`src/rtl/store_pkg.sv`:
```
// Shared widths and select encodings for the RV32 store-data formatter.
// Everything that sizes a byte lane or decodes store_select comes from here.
package store_pkg;

  localparam int XLEN      = 32;
  localparam int BYTE_W    = 8;
  localparam int NUM_LANES = XLEN / BYTE_W;
  localparam int OFF_W     = $clog2(NUM_LANES);

  localparam logic SEL_SW = 1'b1;
  localparam logic SEL_SB = 1'b0;

endpackage

```
`src/rtl/byte_lane_merge.sv`:
```
// One byte lane of the SB read-modify-write merge.
// The lane index is fixed at elaboration; the lane is replaced only when the offset selects it.
module byte_lane_merge
  import store_pkg::*;
#(
  parameter int LANE = 0
) (
  input  logic [BYTE_W-1:0] word_in,
  input  logic [BYTE_W-1:0] byte_in,
  input  logic [OFF_W-1:0]  lane,
  output logic [BYTE_W-1:0] word_out,
  output logic              be
);

  logic hit;

  assign hit      = (lane == OFF_W'(LANE));
  assign word_out = hit ? byte_in : word_in;
  assign be       = hit;

endmodule

```
`src/rtl/store_block.sv`:
```
// Store-data formatter for SW/SB in the memory stage.
// SW passes rs2 through; SB merges one byte into the word already in memory. One-cycle registered output.
module store_block
  import store_pkg::*;
(
  input  logic                 clk,
  input  logic                 rst,
  input  logic                 store_valid,
  input  logic [XLEN-1:0]      Mem,
  input  logic [BYTE_W-1:0]    imm_byte,
  input  logic [OFF_W-1:0]     offset,
  input  logic                 store_select,
  input  logic [XLEN-1:0]      store_word,
  output logic [XLEN-1:0]      store_out,
  output logic [NUM_LANES-1:0] store_be,
  output logic                 out_valid
);

  logic [XLEN-1:0]      merged_word;
  logic [NUM_LANES-1:0] merged_be;
  logic [XLEN-1:0]      nxt_word;
  logic [NUM_LANES-1:0] nxt_be;

  for (genvar k = 0; k < NUM_LANES; k++) begin : g_lane
    byte_lane_merge #(.LANE(k)) u_merge (
      .word_in  (Mem[k*BYTE_W +: BYTE_W]),
      .byte_in  (imm_byte),
      .lane     (offset),
      .word_out (merged_word[k*BYTE_W +: BYTE_W]),
      .be       (merged_be[k])
    );
  end

  // The mux keeps the unused operand (Mem/imm_byte on SW, store_word on SB) off the output.
  always_comb begin
    nxt_word = merged_word;
    nxt_be   = merged_be;
    if (store_select == SEL_SW) begin
      nxt_word = store_word;
      nxt_be   = '1;
    end
  end

  // Reset drops any store in flight; otherwise data only moves when a store is presented.
  always_ff @(posedge clk or posedge rst) begin
    if (rst) begin
      store_out <= '0;
      store_be  <= '0;
      out_valid <= 1'b0;
    end else begin
      out_valid <= store_valid;
      if (store_valid) begin
        store_out <= nxt_word;
        store_be  <= nxt_be;
      end
    end
  end

endmodule

```
`config.mk`:
```
export PLATFORM = sky130hd
export DESIGN_NAME = store_block
export DESIGN_NICKNAME = d
export VERILOG_FILES = /design/src/rtl/store_pkg.sv /design/src/rtl/byte_lane_merge.sv /design/src/rtl/store_block.sv
export SDC_FILE = /design/constraint.sdc
export NUM_CORES = 1
export LEC_CHECK = 0
export BUFFER_PORTS_ARGS = -buffer_cell sky130_fd_sc_hd__buf_2
export CAP_MARGIN = 5
export CORE_AREA = 2 2 70 72
export CTS_BUF_LIST = sky130_fd_sc_hd__clkbuf_2 sky130_fd_sc_hd__clkbuf_4 sky130_fd_sc_hd__clkbuf_8
export DETAILED_ROUTE_END_ITERATION = 6
export DIE_AREA = 0 0 72 74
export GPL_ROUTABILITY_DRIVEN = 0
export PLACE_DENSITY = 0.88
export RECOVER_POWER = 100
export SLEW_MARGIN = 5
export SYNTH_ARGS = -nofsm -noshare
export SYNTH_HDL_FRONTEND = slang
export SYNTH_SLANG_ARGS = --single-unit
```
`constraint.sdc`:
```
create_clock -name clk -period 1.3 [get_ports clk]
set_input_delay 0.13 -clock clk [delete_from_list [all_inputs] [get_ports clk]]
set_output_delay 0.13 -clock clk [all_outputs]
set_load 0.01 [all_outputs]
```
==> Word level (Yosys, flattened, before mapping) <==
Cells that the tools add are included.
W data, S select, Z words.
{ "word_totals": {"wordCells": 13, "register_bits": 37} }
{ "op_classes": {"mux": 6, "eq_ne": 3, "n_reduce_logical": 1} }
{ "ops": {"columns": ["op", "n"], "rows": [
  ["$mux W32", 1],
  ["$mux W8", 4],
  ["$eq A2 B2 Y1 const B", 2],
  ["$mux W4", 1],
  ["$eq A2 B1 Y1 const B", 1],
  ["$logic_not A2 Y1", 1]
]} }

==> Longest topological paths before layout <==
Gate-level depths: netlist (run 1).
{ "logic_depth": {"depth_word": 3, "depth_mapped": 5, "ltp_nobuf": 3} }

==> By module <==
Synthesis (run 1) repeated with hierarchy kept, for this count alone.
{ "hier_totals": {"hier_cells": 190, "hier_area_um2": 2232.1} }
{ "modules_own_cells": {"columns": ["module", "area_per_inst_um2", "n_inst", "cells_each"], "rows": [
  ["store_block", 1687.9, 1, 151],
  ["byte_lane_merge at g_lane[1].u_merge ...", 153.9, 2, 10],
  ["byte_lane_merge at g_lane[3].u_merge", 135.1, 1, 10],
  ["byte_lane_merge at g_lane[0].u_merge", 101.3, 1, 9]
]} }

==> Least setup slack after synthesis (run 1) <==
OpenSTA, ideal clock, no wires.
{ "synth_path": {"path_kind": "input-to-reg", "from": "input port offset[0]", "to": "register store_out[16]", "n_path_buf": 2, "slack_ns": 0.434, "required_time_ns": 1.168, "cell_stages": 5, "setup_ns": 0.132, "arrival_ns": 0.734, "path_cell_list": "buf_6 -> nand2b_4 -> buf_12 -> mux2i_1 -> o21ai_1"} }
{ "synth_between": {"elab_chain_len": 3} }
{ "synth_lines": {"columns": ["item", "line_no", "text"], "rows": [
  ["start: declaration", "store_block.sv:11", "input logic [OFF_W-1:0] offset,"],
  ["$eq A2 B2 Y1", "byte_lane_merge.sv:17", "assign hit = (lane == OFF_W'(LANE));"],
  ["$mux W8", "byte_lane_merge.sv:18", "assign word_out = hit ? byte_in : word_in;"],
  ["$mux W32", "store_block.sv:38", "if (store_select == SEL_SW) begin"],
  ["end signal: assignment", "store_block.sv:53", "store_out <= nxt_word;"],
  ["end: declaration", "store_block.sv:14", "output logic [XLEN-1:0] store_out,"]
]} }
No other way between the ends.
A chain may end at the register's enable or synchronous reset.

==> Worst setup path in the final report (run 1) <==
{ "layout_path": {"from": "register store_be[2]", "to": "output port store_be[2]"} }
{ "layout_rtl": {"columns": ["item", "line_no", "text"], "rows": [
  ["start: declaration", "store_block.sv:15", "output logic [NUM_LANES-1:0] store_be,"],
  ["start signal: assignment", "store_block.sv:54", "store_be <= nxt_be;"]
]} }
No word-level cell between the ends.

==> run summary, run 1 <==
• **number of buffers inserted during clock tree synthesis** 5
• **Reg-to-Reg End** store_out[21]$_DFFE_PP0P_
• **setup repair after global routing missed its margin** no
• **Core Box Area** 4598 sq um
• **number of max-slew violations in the final report** 0
• **Critical Path Sink Type** output port
• **worst hold start** store_word[28]
• **via/cell ratio** 5.110
• **largest net degree at the start of global routing** 38
• **Post-Syn Nets** 273
• **maximum fanout encountered on the critical timing path** 2
• **ordered list of cells on the worst path** clkbuf_1
• **sink of the worst hold path** store_out[28]$_DFFE_PP0P_
• **Worst Path Buf+Inv** 1
• **final cell utilization of the core** 57.17%
• **die area** 5328 sq um
• **number of cells on the worst reg-to-reg path** 3
• **Antenna Violating Nets Remaining** 0
• **top flip-flop cell by instance count after synthesis** sky130_fd_sc_hd__dfrtp_1
• **overflow left after global routing** 0
• **reported leakage power** 1.336 nW
• **ranking of synthesized cells by area** sky130_fd_sc_hd__dfrtp_1 (46%), sky130_fd_sc_hd__mux2i_1 (16%), sky130_fd_sc_hd__a21oi_1 (8.6%)
• **Worst path slowest cell** sky130_fd_sc_hd__dfrtp_1
• **Sequential Area** 925.9 sq um
• **routed wire length per instance** 16.27 microns
• **Total Routing Usage GR** 22.80%
• **post-synthesis sequential area ratio** 45.51%
• **number of flops mapped to enable cells by yosys** 0
• **yosys warns** 0
• **Async SR Flop Fraction** 100.0%
• **mean cell area of the mapped netlist** 10.43 sq um
• **drt total wl** 5.923 mm
• **Clk Tree Root Cell** sky130_fd_sc_hd__clkbuf_8
• **Setup TNS Final** 0 ps
• **final worst path period share** 74.29%
• **cell family with most CP delay** flip-flops
• **effective utilization at floorplan** 44.24%
• **Final Hold Vio Count** 0
• **number of iterations in the first detailed-routing pass** 4
• **# port buffers** 114
• **number of inserted filler cells in the final layout** 434
• **CTS tree** done
• **clk slew on worst S/H paths** 80 ps
• **post_cts resized** 0
• **I/O pins** 115
• **instance count of the mapped netlist** 195
• **area of the multi-input gates** 962.2 sq um
• **crit-path max cell delay** 350 ps
• **critical setup path kind** flip-flop to output port
• **maximum operating frequency** 1.035 GHz
• **outcome** finished, final reports clean
• **setup skew after layout** 0 ps
• **crit path from** store_be[2]$_DFFE_PP0P_
• **ratio of cells with drive above 1 in the final layout** 30.65%
• **endpoint arrival time on the critical path** 840 ps
• **fraction of synthesized cell area taken by the top area cell type** 45.51%
• **final-report setup violation count** 0
• **critical path launch point type** flip-flop
• **Die Wd** 72 microns
• **die boundary height** 74 microns
• **Clock Sink Count** 37
• **number of antenna cells inserted** 0
• **distinct cell type count of the synthesized netlist** 20
• **top cells by instance count after synthesis** sky130_fd_sc_hd__dfrtp_1 (37), sky130_fd_sc_hd__a21oi_1 (35), sky130_fd_sc_hd__mux2i_1 (32)
• **power density over the cells** 1075 nW/um^2
• **relative slew slack** 66.55%
• **clk_lat worst skew** 280 ps
• **global-route wire length before repair** 9.108 mm
• **maximum buffer depth of the clock tree** 2
• **required time reported for the critical path endpoint** 1170 ps
• **class of the tightest hold or removal check** primary input to flip-flop
• **reg-to-reg startpoint** store_out[21]$_DFFE_PP0P_
• **Maximum Capacitance Violations** 0
• **DR vias** 1860
• **actual slew at the worst max-slew pin** 501.7 ps
• **number of DRC markers in iteration 0** 95
• **Remaining DRCs** 0
• **worst ir drop on vdd** 0.5601 mV
• **number of placement rows** 25
• **antenna violations before repair** 0
• **H-tree depth** 2
• **fin crit period** 965.7 ps
• **via count of the first global-routing pass** 1866
• **leading area contributor after synthesis** sky130_fd_sc_hd__dfrtp_1
• **register-to-register setup slack** 400 ps
• **NumNets Final** 387
• **synthesized area** 2034 sq um
• **Synth-to-Final Area Change** 29.21%
• **HPWL after detailed placement** 4.460 mm
• **cell depth of the worst hold path** 3
• **top-count cell post-synth** sky130_fd_sc_hd__dfrtp_1
• **flop and latch count out of synthesis** 37
[report_power, final]
group          internal, mW  leakage (nW)  total [mW]  switching (mW)
sequential             1.28         0.447        1.34          0.0637
clock                 0.393        0.0484       0.799           0.407
combinational         0.305         0.840       0.683           0.378
[sequential cells by signal, indices dropped and copies added (netlist names)]
register   count
store_out     32
store_be       4
out_valid      1
[layer usage]
layer	part of all wire [%]	global-route usage [%]	wire [microns]
met5	0	0	0
met4	2.5	8.595	146
met3	6.2	5.556	367
met2	49	38.37	2875
met1	43	28.71	2533
[timing repair]
item / in CTS / in global routing
buffers inserted: 0 / 0
endpoints found under the hold margin: 37 / 0
hold buffers: 1 / 0
[area by class of cell]
| class | instances | area share [%] |
|---|---|---|
| clock inverters | 2 | 0.3808 |
| flip-flops and latches | 37 | 35.22 |
| repair buffers | 122 | 22.18 |
| inverters | 1 | 0.1428 |
| well taps | 54 | 2.570 |
| multi-input cells | 142 | 36.60 |
| clock buffers | 6 | 2.903 |
[worst max path at each step]
stage                                           end  slack (ps)  cells past startpoint
after global routing      store_out[23]$_DFFE_PP0P_         280                      5
after CTS                             store_out[13]         340                      1
after floorplan                 out_valid$_DFF_PP0_         340                      1
after global placement    store_out[23]$_DFFE_PP0P_         270                      5
final                                   store_be[2]         330                      1
after detailed placement  store_out[25]$_DFFE_PP0P_         250                      5
[through the flow]
stage	cell area [sq um]	setup slack, ps	hold WS, ps	std cells	power [mW]
after floorplan	2034	337.4	161.4	195	1.779
after global placement	2582	269.6	262.8	355	2.073
after detailed placement	2582	248.3	267.8	355	2.100
after CTS	2679	342.0	57.64	364	2.894
after global routing	2629	275.1	70.57	364	2.991
final	2629	334.3	57.47	364	2.827
[cell families after synthesis]
kind of cell | after synthesis | share of synthesized area, %
buffers and inverters | 16 | 7.196
multiplexers | 32 | 15.74
flip-flops | 37 | 45.51
AO/OA/AOI/OAI | 68 | 16.91
AND/OR/NAND/NOR | 42 | 14.64
[layout by cell type, fill, tap and decap left out]
master / count
sky130_fd_sc_hd__clkinv_2: 2
sky130_fd_sc_hd__clkbuf_4: 2
sky130_fd_sc_hd__a21oi_1: 35
sky130_fd_sc_hd__nand2b_1: 1
sky130_fd_sc_hd__and2b_1: 7
sky130_fd_sc_hd__nor2_8: 1
sky130_fd_sc_hd__o22a_1: 1
sky130_fd_sc_hd__buf_4: 5
sky130_fd_sc_hd__clkbuf_8: 5
sky130_fd_sc_hd__and2_1: 1
sky130_fd_sc_hd__dlygate4sd3_1: 1
sky130_fd_sc_hd__o21ai_1: 1
sky130_fd_sc_hd__nand2_4: 1
sky130_fd_sc_hd__o21ai_0: 31
sky130_fd_sc_hd__nand2b_4: 2
sky130_fd_sc_hd__nor2_1: 3
sky130_fd_sc_hd__clkbuf_1: 38
sky130_fd_sc_hd__clkbuf_2: 1
sky130_fd_sc_hd__mux2i_1: 32
sky130_fd_sc_hd__inv_1: 1
sky130_fd_sc_hd__buf_2: 76
sky130_fd_sc_hd__nor2b_1: 26
sky130_fd_sc_hd__dfrtp_1: 37
[worst reg2reg max path, cell delays in order, from the launching register on]
cell                      delay (ps)
sky130_fd_sc_hd__dfrtp_1         390
sky130_fd_sc_hd__and2b_1         160
sky130_fd_sc_hd__a21oi_1         110
sky130_fd_sc_hd__o21ai_0         110
(Power assumes the default switching activity.)
==> run 2: changes to the inputs <==
==> constraint.sdc (replaced) <==
create_clock -name clk -period 0.9 [get_ports clk]
set_input_delay 0.09 -clock clk [delete_from_list [all_inputs] [get_ports clk]]
set_output_delay 0.09 -clock clk [all_outputs]
set_load 0.01 [all_outputs]
==> run summary, run 2 (synthesis gave the netlist of run 1 again) <==
• **outcome** finished with violations
• **failing checks** setup timing
• **CTS tree** done
• **Remaining DRCs** 0
• **placement-stage cell area** 2666 sq um
• **endpoint arrival time on the critical path** 830 ps
• **most common cell after layout, fill and taps aside** sky130_fd_sc_hd__buf_2
• **maximum buffer depth of the clock tree** 2
• **post-layout instance area** 2779 sq um
• **die area** 5328 sq um
• **HPWL after detailed placement** 4.541 mm
• **number of buffers inserted during clock tree synthesis** 5
• **Crit. path cell count** 1
• **number of max-slew violations in the final report** 0
• **relative slew slack** 75.00%
• **Largest regs** store_out x32, store_be x4, out_valid x1
• **leading cell types in the layout, fill and taps excluded** sky130_fd_sc_hd__buf_2 (110), sky130_fd_sc_hd__dfrtp_1 (37), sky130_fd_sc_hd__mux2i_1 (32), sky130_fd_sc_hd__a21oi_1 (32), sky130_fd_sc_hd__nor2b_1 (25)
• **Internal** 2.907 mW
• **# port buffers** 114
• **power density over the cells** 1471 nW/um^2
• **ratio of cells with drive above 1 in the final layout** 45.60%
• **number of placement rows** 25
• **via count of the first global-routing pass** 1778
• **required time reported for the critical path endpoint** 810 ps
• **routed wire length per instance** 15.45 microns
• **number of antenna cells inserted** 0
• **clk_lat worst skew** 280 ps
• **I/O pins** 115
• **antenna violations before repair** 0
• **DR vias** 1889
• **smallest hold slack** 29.32 ps
• **class of the tightest hold or removal check** primary input to flip-flop
• **maximum operating frequency** 1.083 GHz
• **fin crit period** 923.3 ps
• **setup skew after layout** 0 ps
• **critical path launch point type** flip-flop
• **overflow left after global routing** 0
• **NumNets Final** 397
• **via/cell ratio** 5.078
• **destination of the critical timing path** store_out[16]
• **Setup TNS Final** -35.52 ps
• **number of DRC markers in iteration 0** 42
• **register ranked first by flip-flop count** store_out
• **final cell utilization of the core** 60.44%
• **die boundary height** 74 microns
• **Gate power share** 27.0%
• **clock network power share** 25.5%
• **Worst path slowest cell** sky130_fd_sc_hd__dfrtp_1
• **Clock Sink Count** 37
• **Final Hold Vio Count** 0
• **Worst Path Buf+Inv** 1
• **clk slew on worst S/H paths** 70 ps
• **number of flip-flops under the largest register name** 32
• **number of cells on the worst reg-to-reg path** 3
• **ordered list of cells on the worst path** buf_2
• **effective utilization at floorplan** 44.24%
• **drt total wl** 5.748 mm
• **crit path from** store_out[16]$_DFFE_PP0P_
• **Reg-to-Reg End** store_out[24]$_DFFE_PP0P_
• **actual slew at the worst max-slew pin** 375.0 ps
• **number of iterations in the first detailed-routing pass** 4
• **critical setup path kind** flip-flop to output port
• **Critical Path Sink Type** output port
• **Core Box Area** 4598 sq um
• **Total Routing Usage GR** 21.65%
• **Synth-to-Final Area Change** 36.59%
• **reported leakage power** 1.494 nW
• **cell family with most CP delay** flip-flops
• **Die Wd** 72 microns
• **Clk Tree Root Cell** sky130_fd_sc_hd__clkbuf_8
• **final-report setup violation count** 4
• **worst ir drop on vdd** 0.8552 mV
• **reg-to-reg startpoint** store_out[24]$_DFFE_PP0P_
• **Maximum Capacitance Violations** 0
• **H-tree depth** 2
• **final worst path period share** 102.6%
• **switching power** 1.180 mW
• **Switching Share** 28.87%
• **global-route wire length before repair** 8.659 mm
• **Overall Power** 4.087 mW
• **Antenna Violating Nets Remaining** 0
• **post-route setup slack** -23.28 ps
• **crit-path max cell delay** 400 ps
• **setup repair after global routing missed its margin** yes
• **register-to-register setup slack** 40 ps
• **largest net degree at the start of global routing** 23
• **maximum fanout encountered on the critical timing path** 2
• **sequential group share of total power** 47.4%
==> run 2: layout make-up <==
class	count	area, sq um
timing repair buffer	132	723.2
multi-input combinational	142	980.9
clock inverter	1	5.005
tap	54	67.56
fill	421	1819
clock buffer	5	68.82
inverter	1	7.507
sequential	37	925.9
==> run 2: worst min-delay path by stage <==
| stage | start | endpoint | slack (ps) | cells after the start |
|---|---|---|---|---|
| 6_report | store_word[7] | store_out[7]$_DFFE_PP0P_ | 30 | 3 |
| 5_1_grt | store_word[21] | store_out[21]$_DFFE_PP0P_ | 30 | 3 |
| 4_1_cts | store_word[7] | store_out[7]$_DFFE_PP0P_ | 20 | 3 |
| 3_5_place_dp | rst | store_out[6]$_DFFE_PP0P_ | 140 | 3 |
| 3_3_place_gp | rst | store_out[6]$_DFFE_PP0P_ | 140 | 3 |
| 2_1_floorplan | rst | out_valid$_DFF_PP0_ | 50 | 1 |
==> run 2: worst register-to-register path, delay by kind of cell (launching register included) <==
family          cells  cell delay, ps
flops               1             370
compound gates      2             200
simple gates        1             160
==> run 2: layer usage <==
layer | track usage [%] | wire length (microns) | vias up
met5 | 0 | 0 | -
met4 | 6.080 | 70 | 0
met3 | 3.930 | 355 | 6
met2 | 38.17 | 2936 | 77
met1 | 27.57 | 2386 | 885
li1 | - | - | 921
==> run 2: timing repair <==
| item | 4_1_cts | 5_1_grt |
|---|---|---|
| buffers inserted | 1 | 0 |
| hold buffers | 1 | 0 |
| setup endpoints to repair | 9 | 39 |
| pin swaps | 0 | 0 |
| resized for setup | 1 | 9 |
| hold endpoints to repair | 37 | 0 |
==> run 2: power by group through the flow <==
stage	clock [mW]	sequential (mW)	combinational, mW
final	1.04	1.94	1.10
after global routing	1.13	1.96	1.22
after CTS	1.08	1.94	1.11
after detailed placement	0	1.96	1.10
after global placement	0	1.96	1.07
after floorplan	0	2.06	0.512
==> run 2: per-stage QoR <==
step,cells,setup WS [ps]
3_5_place_dp,364,-114.3
2_1_floorplan,195,56.36
3_3_place_gp,364,-68.95
5_1_grt,372,-46.58
4_1_cts,372,-25.76
6_report,372,-23.28
